File: config.mk
export PLATFORM = sky130hd
export DESIGN_NAME = led_step_ctrl_flat
export DESIGN_NICKNAME = d
export VERILOG_FILES = /design/src/rtl/led_pkg.sv /design/src/rtl/led_step_ctrl_if.sv /design/src/rtl/led_step_ctrl_key_debounce.sv /design/src/rtl/led_step_ctrl.sv /design/src/flat_wrapper.sv
export SDC_FILE = /design/constraint.sdc
export NUM_CORES = 1
export LEC_CHECK = 0
export BUFFER_PORTS_ARGS = -buffer_cell sky130_fd_sc_hd__buf_2
export CORE_MARGIN = 2
export CORE_UTILIZATION = 55
export CTS_CLUSTER_DIAMETER = 150
export DETAILED_ROUTE_END_ITERATION = 8
export GPL_TIMING_DRIVEN = 1
export PLACE_DENSITY = 0.8
export SKIP_LAST_GASP = 1
export SLEW_MARGIN = 25
export SYNTH_ARGS = -nofsm -noshare
export SYNTH_HDL_FRONTEND = slang
export SYNTH_SLANG_ARGS = --single-unit
File: constraint.sdc
create_clock -name clk -period 3.2 [get_ports clk]
set_input_delay 0.16 -clock clk [delete_from_list [all_inputs] [get_ports clk]]
set_output_delay 0.16 -clock clk [all_outputs]
set_load 0.03 [all_outputs]
File: src/rtl/led_pkg.sv
// Shared types for the LED chaser pacing logic: speed index and key debouncer states.
package led_pkg;

   typedef logic [1:0] led_speed_t;

   localparam led_speed_t LED_SPEED_SLOW = 2'd0;
   localparam led_speed_t LED_SPEED_FAST = 2'd3;

   typedef enum logic [1:0] {UP, WAIT_DN, DOWN, WAIT_UP} key_db_state_t;

endpackage

File: src/rtl/led_step_ctrl_if.sv
// Key/run inputs and step/speed outputs of the step-rate controller; master drives key and run.
interface led_step_ctrl_if;
   import led_pkg::*;

   logic       key_n;
   logic       run_en;
   logic       step_en;
   logic       key_press;
   led_speed_t speed;

   modport master (output key_n, run_en, input step_en, key_press, speed);
   modport slave  (input key_n, run_en, output step_en, key_press, speed);

endinterface

File: src/rtl/led_step_ctrl_key_debounce.sv
// Two-flop synchronizer plus debounce FSM; key_press pulses DEBOUNCE_CYCLES+2 cycles after key goes low.
// press_next is the combinational look-ahead of key_press, asserted the cycle before it.
module key_debounce
   import led_pkg::*;
#(
   parameter int unsigned DEBOUNCE_CYCLES = 1_000_000
) (
   input  logic clk,
   input  logic rst,
   input  logic key_n,
   output logic key_press,
   output logic press_next
);

   localparam int unsigned CNT_W = $clog2(DEBOUNCE_CYCLES);
   localparam logic [CNT_W-1:0] LAST = CNT_W'(DEBOUNCE_CYCLES - 1);

   logic [1:0]       sync;
   logic             key_s;
   key_db_state_t    state;
   logic [CNT_W-1:0] cnt;

   assign key_s      = sync[1];
   assign press_next = (state == WAIT_DN) && !key_s && (cnt == LAST);

   always_ff @(posedge clk) begin
      if (rst) begin
         sync      <= 2'b11;
         state     <= UP;
         cnt       <= '0;
         key_press <= 1'b0;
      end else begin
         sync      <= {sync[0], key_n};
         key_press <= press_next;
         case (state)
            UP: begin
               if (!key_s) begin
                  state <= WAIT_DN;
                  cnt   <= CNT_W'(1);
               end
            end
            WAIT_DN: begin
               if (key_s) begin
                  state <= UP;
                  cnt   <= '0;
               end else if (cnt == LAST) begin
                  state <= DOWN;
                  cnt   <= '0;
               end else begin
                  cnt <= cnt + CNT_W'(1);
               end
            end
            DOWN: begin
               if (key_s) begin
                  state <= WAIT_UP;
                  cnt   <= CNT_W'(1);
               end
            end
            WAIT_UP: begin
               if (!key_s) begin
                  state <= DOWN;
                  cnt   <= '0;
               end else if (cnt == LAST) begin
                  state <= UP;
                  cnt   <= '0;
               end else begin
                  cnt <= cnt + CNT_W'(1);
               end
            end
            default: begin
               state <= UP;
               cnt   <= '0;
            end
         endcase
      end
   end

endmodule

File: src/rtl/led_step_ctrl.sv
// Paces the LED chaser: debounced key cycles four speeds, prescaler emits one step_en per period.
// step_en is registered one cycle ahead so it is high in the same cycle the count sits at P-1.
module led_step_ctrl
   import led_pkg::*;
#(
   parameter int unsigned DEBOUNCE_CYCLES = 1_000_000,
   parameter int unsigned BASE_DIV        = 6_250_000
) (
   input  logic            clk,
   input  logic            rst,
   led_step_ctrl_if.slave  bus
);

   localparam int unsigned CNT_W = $clog2(8 * BASE_DIV);

   logic [CNT_W-1:0] cnt;
   logic [CNT_W-1:0] cnt_nxt;
   logic [CNT_W-1:0] per_m1;
   led_speed_t       speed;
   logic             step_en;
   logic             key_press;
   logic             press_next;

   key_debounce #(
      .DEBOUNCE_CYCLES (DEBOUNCE_CYCLES)
   ) u_key (
      .clk        (clk),
      .rst        (rst),
      .key_n      (bus.key_n),
      .key_press  (key_press),
      .press_next (press_next)
   );

   assign per_m1 = CNT_W'((BASE_DIV << (LED_SPEED_FAST - speed)) - 1);

   always_comb begin
      cnt_nxt = cnt;
      if (bus.run_en) begin
         cnt_nxt = (cnt >= per_m1) ? '0 : cnt + CNT_W'(1);
      end
   end

   // A speed change restarts the period; press_next keeps step_en low in the key_press cycle.
   always_ff @(posedge clk) begin
      if (rst) begin
         speed   <= LED_SPEED_SLOW;
         cnt     <= '0;
         step_en <= 1'b0;
      end else if (key_press) begin
         speed   <= speed + 2'd1;
         cnt     <= '0;
         step_en <= 1'b0;
      end else begin
         cnt     <= cnt_nxt;
         step_en <= bus.run_en && !press_next && (cnt_nxt == per_m1);
      end
   end

   assign bus.step_en   = step_en;
   assign bus.key_press = key_press;
   assign bus.speed     = speed;

endmodule
File: src/flat_wrapper.sv
// flat-port wrapper written by rule: the top's interface ports become plain ports
module led_step_ctrl_flat import led_pkg::*;
#(
   parameter int unsigned DEBOUNCE_CYCLES = 1_000_000,
   parameter int unsigned BASE_DIV        = 6_250_000
)
  (clk, rst, bus_key_n, bus_run_en, bus_step_en, bus_key_press, bus_speed);
  led_step_ctrl_if bus_i ();
  input  logic clk;
  input  logic rst;
  input wire logic [$bits(bus_i.key_n)-1:0] bus_key_n;
  input wire logic [$bits(bus_i.run_en)-1:0] bus_run_en;
  output wire logic [$bits(bus_i.step_en)-1:0] bus_step_en;
  output wire logic [$bits(bus_i.key_press)-1:0] bus_key_press;
  output wire logic [$bits(bus_i.speed)-1:0] bus_speed;
  assign bus_i.key_n = bus_key_n;
  assign bus_i.run_en = bus_run_en;
  assign bus_step_en = bus_i.step_en;
  assign bus_key_press = bus_i.key_press;
  assign bus_speed = bus_i.speed;
  led_step_ctrl #(.DEBOUNCE_CYCLES(DEBOUNCE_CYCLES), .BASE_DIV(BASE_DIV)) u_core (.clk(clk), .rst(rst), .bus(bus_i));
endmodule
==> impl_metrics.yaml <==
sta:
  drv_slew: 0
  timing.final.crit_share_pct: 96.14
  worst_pin_slew_ps: 651.8
  setup_viol: 0
  slew_headroom_pct: 56.50
  tns_ps: 0
  rsz0062_at_grt: "no"
  timing.fmax_ghz: 0.3251
  fin_skew_ps: 8.449
  min_period_ps: 3076
  hold_viol_final: 0
setup_path:
  worst-setup-path-type: "flop to flop"
  cp_data_required_time_ps: 3440
  slowest_delay_ps: 500
  critPathSlowestCell: "or4_1"
  cp_data_arrival_time_ps: 3320
  cp-end-kind: "flop"
  crit_start: "u_core.bus.speed[0]"
  cp_cell_sequence: "inv_2, ha_2, inv_2, ha_2, nand2_2, ha_2, or3_2, a21oi_1, o21ai_1, a31o_2, a31oi_4, o2111ai_1, or4_1, nor4_2"
  critPathMaxFanout: 5
  crit_family: "simple AND/OR/NAND/NOR gates"
  reg2reg_from: "u_core.bus.speed[0]"
  crit_path_frequent_cell: "ha_2"
  startpoint_type: "flop"
  path_buf_inv: 2
clock_network:
  h-tree-depth: 2
  tritoncts: "built"
  cts_root_buffer: "clkbuf_8"
  clock_latency_ps: 320
  cts_sinks: 54
  path_clk_slew_ps: 100
  cts_buffers: 5
  postCtsHoldBufs: 0
  cts.path.max_buffers: 2
floorplanning:
  design.die.area_um2: 7074
  initial_utilization_pct: 56.23
  rows: 29
  coreArea_um2: 6277
  die_w_um: 84.11
  dieHeight_um: 84.11
  io_pins: 8
synthesis:
  synthTopCellsByArea: "dfxtp_1 (31%), ha_1 (11%), nor2_1 (6.8%)"
  yosysTopAreaCellShare_pct: 30.63
  synthArstFlopShare_pct: 0
  ys_ff_latch: 54
  ys_types: 60
  avgSynthCellArea_um2: 8.114
  netlist_top_cells_count: "nor2_1 (64), dfxtp_1 (54), nand2_1 (43)"
  synth_edf_count: 0
  post-synth-top-count-cell: "nor2_1"
  ys_warn_count: 0
  synthesis.instances: 435
  syn-cell-area_um2: 3530
  seq_area_frac_synth_pct: 30.63
  postSynth.topFlopCell: "dfxtp_1"
  yosysTopAreaCell: "dfxtp_1"
pwr:
  powerDensity_nw_per_um2: 296.7
  p_sw_mw: 0.2743
  vdd_drop_max_v: 0.0001989
  power_frac_clock_pct: 36.7
  sw_frac_of_total_pct: 24.06
  seq_power_share_pct: 59.7
  comb_power_share_pct: 3.6
  p_int_mw: 0.8660
  leakage_nw: 1.509
finish:
  nNetsFinal: 481
  n_antenna_cell: 0
  final_util_pct: 61.23
  fillerInstances: 547
  syn2layout_area_growth_pct: 8.898
  drive_above_1_share_pct: 15.18
global_routing:
  grtUsageTotal_pct: 24.25
  grt_pass1_vias: 2958
  grt_pass1_wl_mm: 14.10
  antenna_found_initial: 0
  grt_overflow: 0
  grt_max_degree: 29
drt:
  drtIter0Drc: 243
  drt-total-wl_mm: 8.577
  dr.pass1.iters: 4
  route.detailed.drc: 0
  ant_nets: 0
  vias: 3207
  vias_per_cell: 6.109
  post_drt_wl_per_cell_um: 16.34
min_path:
  hold_class: "input pin to flop"
  min-delay-start: "bus_key_n"
placed_design:
  gp_congestion: 0.9097
  dpl.hpwl_mm: 6.273
  io_buffers: 7
outcome:
  status: "finished clean"
run:
  cap_violations: 0
## registers in the layout (all words and copies together) (netlist names), named ones only
| name | flops |
|---|---|
| u_core.u_key.state | 1 |
| u_core.u_key.cnt | 20 |
| u_core.bus.speed | 2 |
| u_core.bus.step_en | 1 |
| u_core.u_key.sync | 2 |
| u_core.u_key.key_press | 1 |
| u_core.cnt | 26 |
## cells by family (layout without fill, tap and decap cells)
group,after synthesis,count (layout),share of synthesized area (%)
XOR/XNOR,31,31,7.692
AND/OR/NAND/NOR,191,191,27.93
adder cells (fa/ha/maj),30,30,10.63
other,1,2,0.1062
flip-flops,54,54,30.63
multiplexers,7,7,2.021
buffers and inverters,37,49,5.352
AO/OA/AOI/OAI,84,84,15.63
## metal layers
| metal | global-route usage, % | vias up | routed length (um) |
|---|---|---|---|
| li1 | - | 1585 | - |
| met2 | 41.13 | 76 | 4179 |
| met1 | 32.35 | 1536 | 3974 |
| met3 | 3.363 | 10 | 287 |
| met4 | 6.598 | 0 | 135 |
| met5 | 0 | - | 0 |
## worst register-to-register path: cells and delay by family, from the launching register on
family	cells	cell delay, ps
adders and majority gates	3	530
buffers and inverters	2	130
and+or+nand+nor	4	1220
AOI/OAI and AO/OA	5	730
DFF	1	390
## path summary, 6_finish.rpt
path	to	slack, ps	depth (start not counted)
setup / recovery	u_core.bus.step_en	120	14
setup reg to reg	u_core.bus.step_en	120	14
hold / removal	u_core.u_key.sync[0]	20	2
hold reg to reg	u_core.u_key.sync[1]	430	1
## stage by stage
stage               cells  setup slack, ps  area, um2  power, mW  hold WS, ps
finish                525            123.7       3844      1.140        24.02
global route          525            31.36       3844      1.177        16.76
detailed placement    516            31.13       3686     0.7375        347.6
CTS                   524            29.08       3786      1.147        21.02
global placement      516            113.6       3686     0.7362        346.8
floorplan             436            15.17       3556     0.7277        263.8
## placed cells by master (no fill, tap or decap), types with 3 or more instances in the layout
| cell type | n |
|---|---|
| mux2i_1 | 6 |
| a311oi_1 | 8 |
| o21ai_0 | 19 |
| or4_1 | 3 |
| a31oi_1 | 4 |
| buf_2 | 7 |
| inv_1 | 13 |
| ha_1 | 25 |
| nand2_1 | 42 |
| buf_4 | 16 |
| inv_2 | 3 |
| dfxtp_1 | 52 |
| clkbuf_8 | 6 |
| nor4_1 | 7 |
| xor2_1 | 16 |
| o21a_1 | 4 |
| and3_1 | 10 |
| nor2_1 | 62 |
| xnor2_1 | 15 |
| o22ai_1 | 3 |
| nand3_1 | 17 |
| a21oi_1 | 20 |
| or2_2 | 4 |
| nand4_1 | 7 |
| nor3_1 | 11 |
| ha_2 | 5 |
| a211oi_1 | 6 |
## power by group through the flow
stage	Clock, mW	Combinational, mW	Sequential [mW]
after floorplan	0	0.0325	0.695
after global placement	0	0.0398	0.696
after detailed placement	0	0.0406	0.697
after CTS	0.424	0.0411	0.681
after global routing	0.450	0.0460	0.681
final	0.418	0.0415	0.680
## cell type report
class	instances	area, um2	share of cell area (%)
Tap cell	77	96.34	2.507
Timing Repair Buffer	25	171.4	4.460
Multi-Input combinational cell	345	2327	60.55
Sequential cell	54	1089	28.32
Clock inverter	2	17.52	0.4557
Clock buffer	6	82.58	2.148
Inverter	16	60.06	1.562
## what timing repair did
item	CTS	global route
gates resized for setup	0	16
endpoints found under the setup margin	0	18
buffers inserted	0	1
Note: power is estimated with default switching activity, not from simulation.
